## config.mk

```make
export PLATFORM = sky130hd
export DESIGN_NAME = irq_arbiter
export DESIGN_NICKNAME = d
export VERILOG_FILES = /design/src/rtl/irq_arbiter.sv
export SDC_FILE = /design/constraint.sdc
export NUM_CORES = 1
export LEC_CHECK = 0
export ABC_CLOCK_PERIOD_IN_PS = 2370
export BUFFER_PORTS_ARGS = -buffer_cell sky130_fd_sc_hd__clkbuf_2
export CAP_MARGIN = 20
export CORE_ASPECT_RATIO = 0.5
export CORE_MARGIN = 5
export CORE_UTILIZATION = 34
export DETAILED_ROUTE_END_ITERATION = 7
export GPL_ROUTABILITY_DRIVEN = 0
export PLACE_DENSITY = 0.81
export SLEW_MARGIN = 20
export SYNTH_ARGS = -nofsm -noshare
export SYNTH_HDL_FRONTEND = slang
export SYNTH_SLANG_ARGS = --single-unit
```

## constraint.sdc

```tcl
create_clock -name clk -period 2.37 [get_ports clk]
set_clock_uncertainty 0.1 [all_clocks]
set_input_delay 0.474 -clock clk [delete_from_list [all_inputs] [get_ports clk]]
set_output_delay 0.474 -clock clk [all_outputs]
set_load 0.02 [all_outputs]
```

## src/rtl/irq_arbiter.sv

```systemverilog
// Machine-mode interrupt arbiter: synchronises raw lines into mip, picks the
// highest-priority enabled pending source and requests a trap via req/ack.
module irq_arbiter #(
    parameter int SYNC_STAGES = 2
) (
    input  logic        clk,
    input  logic        rst_n,
    input  logic        ext_irq,
    input  logic        timer_irq,
    input  logic        sw_irq,
    input  logic [31:0] mie,
    input  logic        mstatus_mie,
    input  logic [31:0] mip_in,
    input  logic        wr_mip_n,
    input  logic        irq_ack,
    input  logic        mret,
    output logic [31:0] mip,
    output logic        irq_req,
    output logic [31:0] irq_cause,
    output logic        in_handler
);

    typedef enum logic [1:0] {
        IDLE    = 2'd0,
        REQ     = 2'd1,
        HANDLER = 2'd2
    } state_t;

    // Software-writable S/U pending bits: SEIP, UEIP, STIP, UTIP, SSIP, USIP.
    localparam logic [31:0] SU_MASK = 32'h0000_0333;

    logic [SYNC_STAGES-1:0] ext_sync_q, ext_sync_d;
    logic [SYNC_STAGES-1:0] timer_sync_q, timer_sync_d;
    logic [SYNC_STAGES-1:0] sw_sync_q, sw_sync_d;
    logic [31:0]            su_q, su_d;
    state_t                 state_q, state_d;
    logic                   irq_req_q, irq_req_d;
    logic                   in_handler_q, in_handler_d;
    logic [31:0]            irq_cause_q, irq_cause_d;
    logic [31:0]            pending;
    logic [3:0]             win_code;
    logic                   arm;

    always_comb begin
        ext_sync_d      = ext_sync_q;
        timer_sync_d    = timer_sync_q;
        sw_sync_d       = sw_sync_q;
        ext_sync_d[0]   = ext_irq;
        timer_sync_d[0] = timer_irq;
        sw_sync_d[0]    = sw_irq;
        for (int i = 1; i < SYNC_STAGES; i++) begin
            ext_sync_d[i]   = ext_sync_q[i-1];
            timer_sync_d[i] = timer_sync_q[i-1];
            sw_sync_d[i]    = sw_sync_q[i-1];
        end
        su_d = wr_mip_n ? su_q : (mip_in & SU_MASK);
    end

    assign mip = su_q | {20'b0, ext_sync_q[SYNC_STAGES-1], 3'b0,
                         timer_sync_q[SYNC_STAGES-1], 3'b0,
                         sw_sync_q[SYNC_STAGES-1], 3'b0};

    assign pending = mip & mie;
    assign arm     = mstatus_mie && (|pending);

    // Machine sources first, with software ahead of timer; the code equals the mip bit index.
    always_comb begin
        win_code = 4'd0;
        if      (pending[11]) win_code = 4'd11;
        else if (pending[3])  win_code = 4'd3;
        else if (pending[7])  win_code = 4'd7;
        else if (pending[9])  win_code = 4'd9;
        else if (pending[1])  win_code = 4'd1;
        else if (pending[5])  win_code = 4'd5;
        else if (pending[8])  win_code = 4'd8;
        else if (pending[0])  win_code = 4'd0;
        else if (pending[4])  win_code = 4'd4;
    end

    always_comb begin
        state_d     = state_q;
        irq_cause_d = irq_cause_q;
        case (state_q)
            IDLE: begin
                if (arm) begin
                    irq_cause_d = {1'b1, 27'b0, win_code};
                    state_d     = REQ;
                end
            end
            REQ: begin
                if (irq_ack)   state_d = HANDLER;
                else if (!arm) state_d = IDLE;
            end
            HANDLER: begin
                if (mret) state_d = IDLE;
            end
            default: state_d = IDLE;
        endcase
        irq_req_d    = (state_d == REQ);
        in_handler_d = (state_d == HANDLER);
    end

    always_ff @(posedge clk or negedge rst_n) begin
        if (!rst_n) begin
            ext_sync_q   <= '0;
            timer_sync_q <= '0;
            sw_sync_q    <= '0;
            su_q         <= '0;
            state_q      <= IDLE;
            irq_req_q    <= 1'b0;
            in_handler_q <= 1'b0;
            irq_cause_q  <= '0;
        end else begin
            ext_sync_q   <= ext_sync_d;
            timer_sync_q <= timer_sync_d;
            sw_sync_q    <= sw_sync_d;
            su_q         <= su_d;
            state_q      <= state_d;
            irq_req_q    <= irq_req_d;
            in_handler_q <= in_handler_d;
            irq_cause_q  <= irq_cause_d;
        end
    end

    assign irq_req    = irq_req_q;
    assign in_handler = in_handler_q;
    assign irq_cause  = irq_cause_q;

endmodule
```

==> results.yml, run 1 <==
die:
  floorplan.die.height_um: 52.64
  fp-row-count: 15
  core_area_um2: 3472
  die_w_um: 95.28
  initial_core_util_pct: 35.60
  fp.dieArea_um2: 5015
  ioPinCount: 139
clock_tree:
  cts_buffers: 3
  insertion_delay_ps: 250
  clk_transition_reported_paths_ps: 70
  cts-root-to-sink-buffers: 2
  sinks_on_the_clock_net: 21
  htree_levels: 1
  ctsResizeCount: 0
  hold_buffers_post_cts: 0
  clk_root_buffer_cell: "clkbuf_8"
  tritoncts_clock_tree: "done"
  post_cts_buffers: 0
critical_path:
  worst_ep_required_time_ps: 2410
  timing_worst_setup_path_type: "register to register"
  worst_setup_path_start_kind: "register"
  crit_fanout: 5
  critical_path_arrival_ps: 2030
  crit-reg2reg-launch: "sw_sync_q[1]"
  cpPeakStageDelay_ps: 510
  cp_cell_sequence: "a222oi_1 -> nand4_1 -> and3_1 -> mux2_4"
  cp-end-kind: "register"
  critical_path.slowest_cell: "a222oi_1"
  crit_path_start: "sw_sync_q[1]"
route:
  num_vias: 781
  postRouteAntennaNets: 0
  route.detailed.drc: 0
  routed_via_density: 3.866
  drt-wirelength-per-cell_um: 11.48
  drt_iter0_markers: 30
  finalWirelength_mm: 2.319
  detailed_router_iteration_count_before_antenna_repair: 4
min_path:
  hold_path.class: "input pin to asynchronous set/reset pin"
synth:
  ys_top_cells_by_area: "dfrtp_1 (43%), buf_4 (32%), mux2_2 (5.5%)"
  synthesis_warning_total: 0
  netlist_top_cells_count: "buf_4 (53), dfrtp_1 (21), mux2_2 (6)"
  synth.avg_cell_area_um2: 10.94
  async_flop_share_pct: 100.0
  synth_cells: 113
  synth-edff-count: 0
  post_synth_num_cell_types: 21
  netlist_area_before_placement_um2: 1236
  ys_seq_elements: 21
  yosysSeqAreaShare_pct: 42.51
  yosysMostFrequentCell: "buf_4"
  synth_top_cell_area_share_pct: 42.51
  yosys.area.top_type: "dfrtp_1"
  synth_top_flop_cell: "dfrtp_1"
pwr:
  clock_power_share_pct: 24.0
  cell_internal_pwr_mw: 0.6199
  p_comb_share_pct: 29.7
  ir_worst_vdd_uv: 224.7
  power_switching_mw: 0.3267
  finalPower_mw: 0.9466
  leakage_nw: 0.7104
  power_per_cell_area_nw_per_um2: 717.8
  netSwitchingFraction_pct: 34.52
  p_seq_share_pct: 46.3
sta:
  worst_pin_slew_ps: 508.5
  final_count_of_pins_violating_max_slew: 0
  setup_tns_ps: 0
  unrepaired_setup_endpoints_after_global_routing: "no"
  final_period_utilization_pct: 84.08
  final.setup.worst_slack_ps: 377.3
  finalSetupViolations: 0
  fmax_mhz: 501.8
  period_minus_slack_ps: 1993
  maxSlewHeadroom_pct: 66.10
  timing_hold_violations_final: 0
  finalHoldWorstSlack_ps: 73.41
global_routing:
  via_count_of_the_first_global_routing_pass: 685
  grtUsageTotal_pct: 8.214
  grt_start_max_net_pins: 22
  grt_antenna_before_repair: 0
  grt_overflow: 0
  first_pass_grt_wire_length_mm: 3.084
flow_run:
  cap_viol_max_count: 0
placement:
  place_area_um2: 1274
  dp.final_hpwl_mm: 1.980
  dp.cells: 198
  placement.io_buffers: 39
  worst_slack_at_placement_ps: 229.9
cells_and_area:
  stdcell_area_um2: 1319
  fin_nets: 225
  num_antenna_cells: 0
  final_instance_count_without_filler_cells: 202
  final_core_util_pct: 37.98
  final_layout_size_suffix_gt1_share_pct: 35.10
  synthToLayoutAreaGrowth_pct: 6.680
outcome:
  result_of_the_run: "complete, no violations"
[path summary, 6_finish.rpt]
kind,end,slack (ps),cells after the start
max,irq_cause[2],380,4
min,irq_cause[1],70,1
max reg2reg,irq_cause[2],380,4
min reg2reg,timer_sync_q[1],250,0
max in group asynchronous,su_q[4],1750,1
min in group clk,sw_sync_q[0],230,1
[power by group through the flow]
stage,sequential (mW),combinational (mW),clock (mW)
finish,0.439,0.281,0.227
floorplan,0.487,0.220,0
global route,0.446,0.303,0.248
CTS,0.440,0.281,0.233
detailed placement,0.447,0.280,0
global placement,0.444,0.275,0
[layout by cell type (no fill, tap or decap), types with 2 or more instances in the layout]
| cell | n |
|---|---|
| nand4_1 | 2 |
| dfrtp_1 | 21 |
| o21ai_0 | 3 |
| a22oi_1 | 3 |
| mux2_4 | 3 |
| clkbuf_8 | 3 |
| nor2_1 | 2 |
| a32oi_1 | 2 |
| conb_1 | 50 |
| nand2_1 | 4 |
| mux2_2 | 6 |
| clkbuf_2 | 39 |
| and4b_1 | 2 |
| a222oi_1 | 3 |
[critical path, delay by kind of cell (launching register included)]
| kind | cells | cell delay (ps) |
|---|---|---|
| AND/OR/NAND/NOR | 2 | 550 |
| AO/OA/AOI/OAI | 1 | 510 |
| flip-flops | 1 | 410 |
| multiplexers | 1 | 320 |
[cell type report]
class / instances / area (µm²)
fill: 349 / 2153
sequential: 21 / 525.5
multi-input combinational: 85 / 478.0
timing repair buffer: 40 / 202.7
tap: 51 / 63.81
clock buffer: 4 / 45.04
inverter: 1 / 3.754
[per-layer routing]
layer | share of wire [%] | routed length (µm) | up-vias | GRT usage (%)
li1 | - | - | 361 | -
met1 | 27 | 636 | 365 | 6.944
met2 | 58 | 1352 | 53 | 17.50
met3 | 13 | 310 | 2 | 2.152
met4 | 0.82 | 19 | 0 | 4.306
met5 | 0 | 0 | - | 0
[state kept, by name (all words and copies together), names as in the netlist]
| signal | cells |
|---|---|
| su_q | 6 |
| irq_cause | 5 |
| in_handler | 1 |
| sw_sync_q | 2 |
| state_q | 2 |
| timer_sync_q | 2 |
| irq_req | 1 |
| ext_sync_q | 2 |
[cell families (layout without fill, tap and decap cells)]
kind of cell           count (synthesis)  in the layout  synth area share [%]
buffers and inverters                 56             45                 33.70
and+or+nand+nor                       13             13                 5.870
AOI/OAI and AO/OA                     12             12                 7.692
other                                  1             50                0.3034
muxes                                 10             10                 9.918
DFF                                   21             21                 42.51
Note: power is estimated with default switching activity, not from simulation.
==> inputs of run 2 (changes only) <==
--- a/config.mk
+++ b/config.mk
@@ -5,15 +5,15 @@
 export SDC_FILE = /design/constraint.sdc
 export NUM_CORES = 1
 export LEC_CHECK = 0
-export ABC_CLOCK_PERIOD_IN_PS = 2370
+export ABC_CLOCK_PERIOD_IN_PS = 1600
 export BUFFER_PORTS_ARGS = -buffer_cell sky130_fd_sc_hd__clkbuf_2
 export CAP_MARGIN = 20
 export CORE_ASPECT_RATIO = 0.5
 export CORE_MARGIN = 5
-export CORE_UTILIZATION = 34
+export CORE_UTILIZATION = 30
 export DETAILED_ROUTE_END_ITERATION = 7
 export GPL_ROUTABILITY_DRIVEN = 0
-export PLACE_DENSITY = 0.81
+export PLACE_DENSITY = 0.75
 export SLEW_MARGIN = 20
 export SYNTH_ARGS = -nofsm -noshare
 export SYNTH_HDL_FRONTEND = slang
==> constraint.sdc (replaced) <==
create_clock -name clk -period 1.6 [get_ports clk]
set_clock_uncertainty 0.1 [all_clocks]
set_input_delay 0.32 -clock clk [delete_from_list [all_inputs] [get_ports clk]]
set_output_delay 0.32 -clock clk [all_outputs]
set_load 0.02 [all_outputs]
==> run 2 against run 1 <==
The run now ends with setup timing left. Critical path depth is 1 higher. Clock power increased by 51%. Die area is 11% higher. Combinational power grew 72%. Largest power group unchanged.
==> results.yml, run 2 (synthesized netlist as in run 1, its figures left out) <==
sta:
  timing_hold_violations_final: 0
  unrepaired_setup_endpoints_after_global_routing: "yes"
  fmax_mhz: 583.0
  maxSlewHeadroom_pct: 65.78
  finalHoldWorstSlack_ps: 69.39
  worst_pin_slew_ps: 513.3
  finalSetupViolations: 5
  final_count_of_pins_violating_max_slew: 0
  period_minus_slack_ps: 1715
  final_period_utilization_pct: 107.2
  final.setup.worst_slack_ps: -115.4
critical_path:
  crit_path_start: "timer_sync_q[1]"
  worst_setup_path_start_kind: "register"
  logic_depth_of_the_worst_path_buffers_included: 5
  crit-reg2reg-launch: "timer_sync_q[1]"
  path_delay_family: "flip-flops"
  worst_ep_required_time_ps: 1640
  cp_cell_sequence: "a222oi_1 -> buf_4 -> nand4_1 -> and3_4 -> mux2_4"
  regToRegSetupSlack_ps: -120
  cp-end-kind: "register"
  cpPeakStageDelay_ps: 380
  critical_path.slowest_cell: "dfrtp_1"
  reg2reg_to: "irq_cause[0]"
  critical_path_buf_inv_count: 1
  critical_path_arrival_ps: 1760
  crit_fanout: 5
  worst-r2r-cell-count: 5
  crit_end: "irq_cause[0]"
  timing_worst_setup_path_type: "register to register"
cells_and_area:
  largest_register_ffs: 6
  final_layout_size_suffix_gt1_share_pct: 42.86
  largest-register: "su_q"
  fillerInstances: 388
  layout.cells.most_common_list: "conb_1 (50), clkbuf_2 (39), dfrtp_1 (20)"
  multi_input_area_um2: 483.0
  seqCellArea_um2: 526.8
  stdcell_area_um2: 1463
  layout_commonest_cell: "conb_1"
  fin_nets: 242
  synthToLayoutAreaGrowth_pct: 18.32
  num_antenna_cells: 0
  final_core_util_pct: 37.09
clock_tree:
  sinks_on_the_clock_net: 21
  clk_transition_reported_paths_ps: 70
  insertion_delay_ps: 260
  cts_buffers: 3
  htree_levels: 1
  cts-root-to-sink-buffers: 2
  clk_root_buffer_cell: "clkbuf_8"
  tritoncts_clock_tree: "done"
placement:
  placement.io_buffers: 39
  place_area_um2: 1369
  dp.final_hpwl_mm: 2.121
route:
  routed_via_density: 3.941
  postRouteAntennaNets: 0
  finalWirelength_mm: 2.497
  num_vias: 875
  drt-wirelength-per-cell_um: 11.25
  detailed_router_iteration_count_before_antenna_repair: 6
  route.detailed.drc: 0
  drt_iter0_markers: 60
global_routing:
  grt_antenna_before_repair: 0
  grt_overflow: 0
  grt_start_max_net_pins: 22
  grtUsageTotal_pct: 8.454
  via_count_of_the_first_global_routing_pass: 848
  first_pass_grt_wire_length_mm: 3.857
die:
  ioPinCount: 139
  die_w_um: 100.8
  core_area_um2: 3944
  initial_core_util_pct: 31.35
  floorplan.die.height_um: 55.39
  fp-row-count: 16
  fp.dieArea_um2: 5582
pwr:
  power_per_cell_area_nw_per_um2: 1004
  finalPower_mw: 1.469
  ir_worst_vdd_uv: 336.4
  leakage_nw: 0.7888
min_path:
  hold_path.class: "input pin to register"
outcome:
  failed_checks: "setup timing"
  result_of_the_run: "complete, but fails checks"
flow_run:
  cap_viol_max_count: 0
[run 2: changes by cell type in the layout (fill, tap and decap cells not counted)]
cell and change:
dfrtp_2 +1, and3_1 -1, buf_4 +16, dlygate4sd3_1 +1, dfrtp_1 -1, and3_4 +1
clkbuf_1 -1, clkinvlp_4 +1
[run 2: area by class of cell]
| cell class | count | share of cell area, % |
|---|---|---|
| tap | 54 | 4.619 |
| clock inverter | 1 | 0.5133 |
| clock buffer | 3 | 2.823 |
| timing repair buffer | 57 | 22.75 |
| multi-input combinational | 85 | 33.02 |
| sequential | 21 | 36.01 |
| inverter | 1 | 0.2566 |
[run 2: metal layers]
| layer | GRT usage [%] | vias up | routed length, µm |
|---|---|---|---|
| met1 | 7.575 | 411 | 729 |
| met4 | 3.455 | 0 | 53 |
| met3 | 2.387 | 6 | 308 |
| met5 | 0 | - | 0 |
| met2 | 17.31 | 64 | 1405 |
| li1 | - | 394 | - |
[run 2: worst reg2reg max path, stage by stage (launching register included)]
cell	delay (ps)
dfrtp_1	380
a222oi_1	310
buf_4	180
nand4_1	120
and3_4	210
mux2_4	290
[run 2: what timing repair did]
item | in CTS | in global routing
endpoints found under the hold margin | 21 | 0
setup endpoints to repair | 7 | 7
buffers inserted | 4 | 1
hold buffers | 1 | 0
gates resized for setup | 2 | 0
pin swaps | 2 | 1
[run 2: worst min path at each step]
| stage | slack (ps) | end | depth (start not counted) | from |
|---|---|---|---|---|
| 2_1_floorplan | -80 | ext_sync_q[0] | 0 | rst_n |
| 3_3_place_gp | 200 | irq_cause[1] | 1 | rst_n |
| 3_5_place_dp | 210 | irq_cause[31] | 1 | rst_n |
| 4_1_cts | 70 | ext_sync_q[0] | 1 | ext_irq |
| 5_1_grt | 70 | timer_sync_q[0] | 1 | timer_irq |
| 6_report | 70 | timer_sync_q[0] | 1 | timer_irq |
[run 2: power breakdown]
group	internal [mW]	leakage (nW)	total (mW)	switching, mW
clock network	0.175	0.0217	0.342	0.166
registers	0.601	0.246	0.642	0.0414
logic	0.186	0.521	0.484	0.299
total	0.962	0.789	1.47	0.507
[run 2: per-stage QoR]
step	std cells	TNS [ps]	setup WS (ps)
final	222	-421.5	-115.4
after floorplan	162	-512.6	-150.6
after detailed placement	213	-1675	-345.1
after global placement	213	-1023	-254.7
after global routing	222	-928.7	-198.4
after CTS	221	-813.3	-184.5
==> inputs of run 3 (changes only) <==
--- a/config.mk
+++ b/config.mk
@@ -5,15 +5,16 @@
 export SDC_FILE = /design/constraint.sdc
 export NUM_CORES = 1
 export LEC_CHECK = 0
-export ABC_CLOCK_PERIOD_IN_PS = 1600
+export ABC_CLOCK_PERIOD_IN_PS = 2200
 export BUFFER_PORTS_ARGS = -buffer_cell sky130_fd_sc_hd__clkbuf_2
 export CAP_MARGIN = 20
 export CORE_ASPECT_RATIO = 0.5
 export CORE_MARGIN = 5
-export CORE_UTILIZATION = 30
+export CORE_UTILIZATION = 35
 export DETAILED_ROUTE_END_ITERATION = 7
 export GPL_ROUTABILITY_DRIVEN = 0
-export PLACE_DENSITY = 0.75
+export HOLD_SLACK_MARGIN = 0.05
+export PLACE_DENSITY = 0.83
 export SLEW_MARGIN = 20
 export SYNTH_ARGS = -nofsm -noshare
 export SYNTH_HDL_FRONTEND = slang
==> constraint.sdc (replaced) <==
create_clock -name clk -period 2.2 [get_ports clk]
set_clock_uncertainty 0.1 [all_clocks]
set_input_delay 0.44 -clock clk [delete_from_list [all_inputs] [get_ports clk]]
set_output_delay 0.44 -clock clk [all_outputs]
set_load 0.02 [all_outputs]
==> run 3 against run 2 <==
The flow now finishes without violations. Power decreased by 30%. Via count shrank 6.9%. Combinational power down 37%. Utilization rose by 1.6 points. Hold slack worse by 35 ps. Global-route usage grew 1.0 points. Count of clock-buffer cells in the layout is the same.
==> results.yml, run 3 (synthesized netlist as in run 1, its figures left out) <==
outcome:
  result_of_the_run: "complete, no violations"
sta:
  finalSetupViolations: 0
  final_period_utilization_pct: 87.38
  period_minus_slack_ps: 1922
  final_count_of_pins_violating_max_slew: 0
  worst_pin_slew_ps: 513.3
  fmax_mhz: 520.2
  setup_tns_ps: 0
  unrepaired_setup_endpoints_after_global_routing: "no"
  maxSlewHeadroom_pct: 65.78
  timing_hold_violations_final: 0
flow_run:
  cap_viol_max_count: 0
critical_path:
  worst_ep_required_time_ps: 2250
  timing_worst_setup_path_type: "register to register"
  worst_setup_path_start_kind: "register"
  regToRegSetupSlack_ps: 280
  critical_path.slowest_cell: "a222oi_1"
  cpPeakStageDelay_ps: 450
  crit-reg2reg-launch: "sw_sync_q[1]"
  critical_path_arrival_ps: 1970
  critical_path_buf_inv_count: 0
  path_delay_family: "simple AND/OR/NAND/NOR gates"
  cp_cell_sequence: "a222oi_1 -> nand4_1 -> and3_1 -> mux2_4"
  cp-end-kind: "register"
  crit_fanout: 5
  reg2reg_to: "irq_cause[3]"
  worst-r2r-cell-count: 4
clock_tree:
  cts_buffers: 3
  ctsResizeCount: 0
  clk_transition_reported_paths_ps: 70
  htree_levels: 1
  cts-root-to-sink-buffers: 2
  insertion_delay_ps: 260
  tritoncts_clock_tree: "done"
  clk_root_buffer_cell: "clkbuf_8"
  hold_buffers_post_cts: 0
  sinks_on_the_clock_net: 21
  post_cts_buffers: 0
cells_and_area:
  fin_nets: 225
  layout_commonest_cell: "conb_1"
  layout.cells.most_common_list: "conb_1 (50), clkbuf_2 (39), dfrtp_1 (21)"
  largest-register: "su_q"
  fillerInstances: 341
  final_instance_count_without_filler_cells: 202
  num_antenna_cells: 0
  largest_register_ffs: 6
  synthToLayoutAreaGrowth_pct: 6.782
  multi_input_area_um2: 478.0
  seqCellArea_um2: 525.5
  final_layout_size_suffix_gt1_share_pct: 35.76
global_routing:
  grtUsageTotal_pct: 9.461
  grt_antenna_before_repair: 0
  via_count_of_the_first_global_routing_pass: 754
  grt_start_max_net_pins: 22
  first_pass_grt_wire_length_mm: 3.553
  grt_overflow: 0
pwr:
  ir_worst_vdd_uv: 328.2
  leakage_nw: 0.7133
  power_per_cell_area_nw_per_um2: 780.0
route:
  detailed_router_iteration_count_before_antenna_repair: 5
  route.detailed.drc: 0
  postRouteAntennaNets: 0
  drt-wirelength-per-cell_um: 11.96
  num_vias: 815
  finalWirelength_mm: 2.416
  routed_via_density: 4.035
  drt_iter0_markers: 27
placement:
  dp.final_hpwl_mm: 2.060
  placement.io_buffers: 39
  dp.cells: 198
die:
  initial_core_util_pct: 36.19
  floorplan.die.height_um: 52.03
  ioPinCount: 139
  core_area_um2: 3416
  fp.dieArea_um2: 4893
  fp-row-count: 15
  die_w_um: 94.05
min_path:
  hold_path.class: "input pin to asynchronous set/reset pin"
## run 3: cell types whose count changed in the layout (fill, tap and decap cells not counted)
cell,delta
and3_1,+1
dlygate4sd3_1,-1
clkinvlp_4,-1
dfrtp_2,-1
and3_4,-1
clkinv_2,+1
buf_4,-16
dfrtp_1,+1
## run 3: worst max-delay path by stage
stage / startpoint / to / depth (start not counted)
2_1_floorplan: mie[3] / irq_cause[0] / 5
3_3_place_gp: mie[3] / irq_cause[3] / 5
3_5_place_dp: mie[3] / irq_cause[3] / 5
4_1_cts: sw_sync_q[1] / irq_cause[3] / 4
5_1_grt: sw_sync_q[1] / irq_cause[3] / 4
6_report: sw_sync_q[1] / irq_cause[3] / 4
## run 3: per-layer routing
layer	track usage (%)	up-vias	share of wire, %
met3	2.601	6	9.6
li1	-	356	-
met2	18.92	59	55
met4	4.077	0	2.1
met1	9.228	394	33
met5	0	-	0
## run 3: final cells by class
type,instances,share of cell area (%)
sequential,21,39.81
multi-input combinational,85,36.21
inverter,1,0.2844
clock buffer,3,3.128
clock inverter,1,0.3791
timing repair buffer,40,15.36
tap,51,4.834
## run 3: where the power goes
part / switching [mW] / total (mW) / internal (mW)
clock network: 0.122 / 0.248 / 0.126
logic: 0.203 / 0.305 / 0.102
registers: 0.0398 / 0.477 / 0.437
total: 0.365 / 1.03 / 0.665
## run 3: per-stage QoR
step	setup WS [ps]	power [mW]	utilization, %	area (µm²)	hold WS, ps
3_3_place_gp	221.7	0.7758	37.29	1274	233.0
4_1_cts	298.1	1.034	38.64	1320	51.81
6_report	277.6	1.030	38.64	1320	34.37
3_5_place_dp	205.1	0.7881	37.29	1274	234.7
2_1_floorplan	389.2	0.7620	-	1420	44.41
5_1_grt	183.6	1.087	38.64	1320	75.19
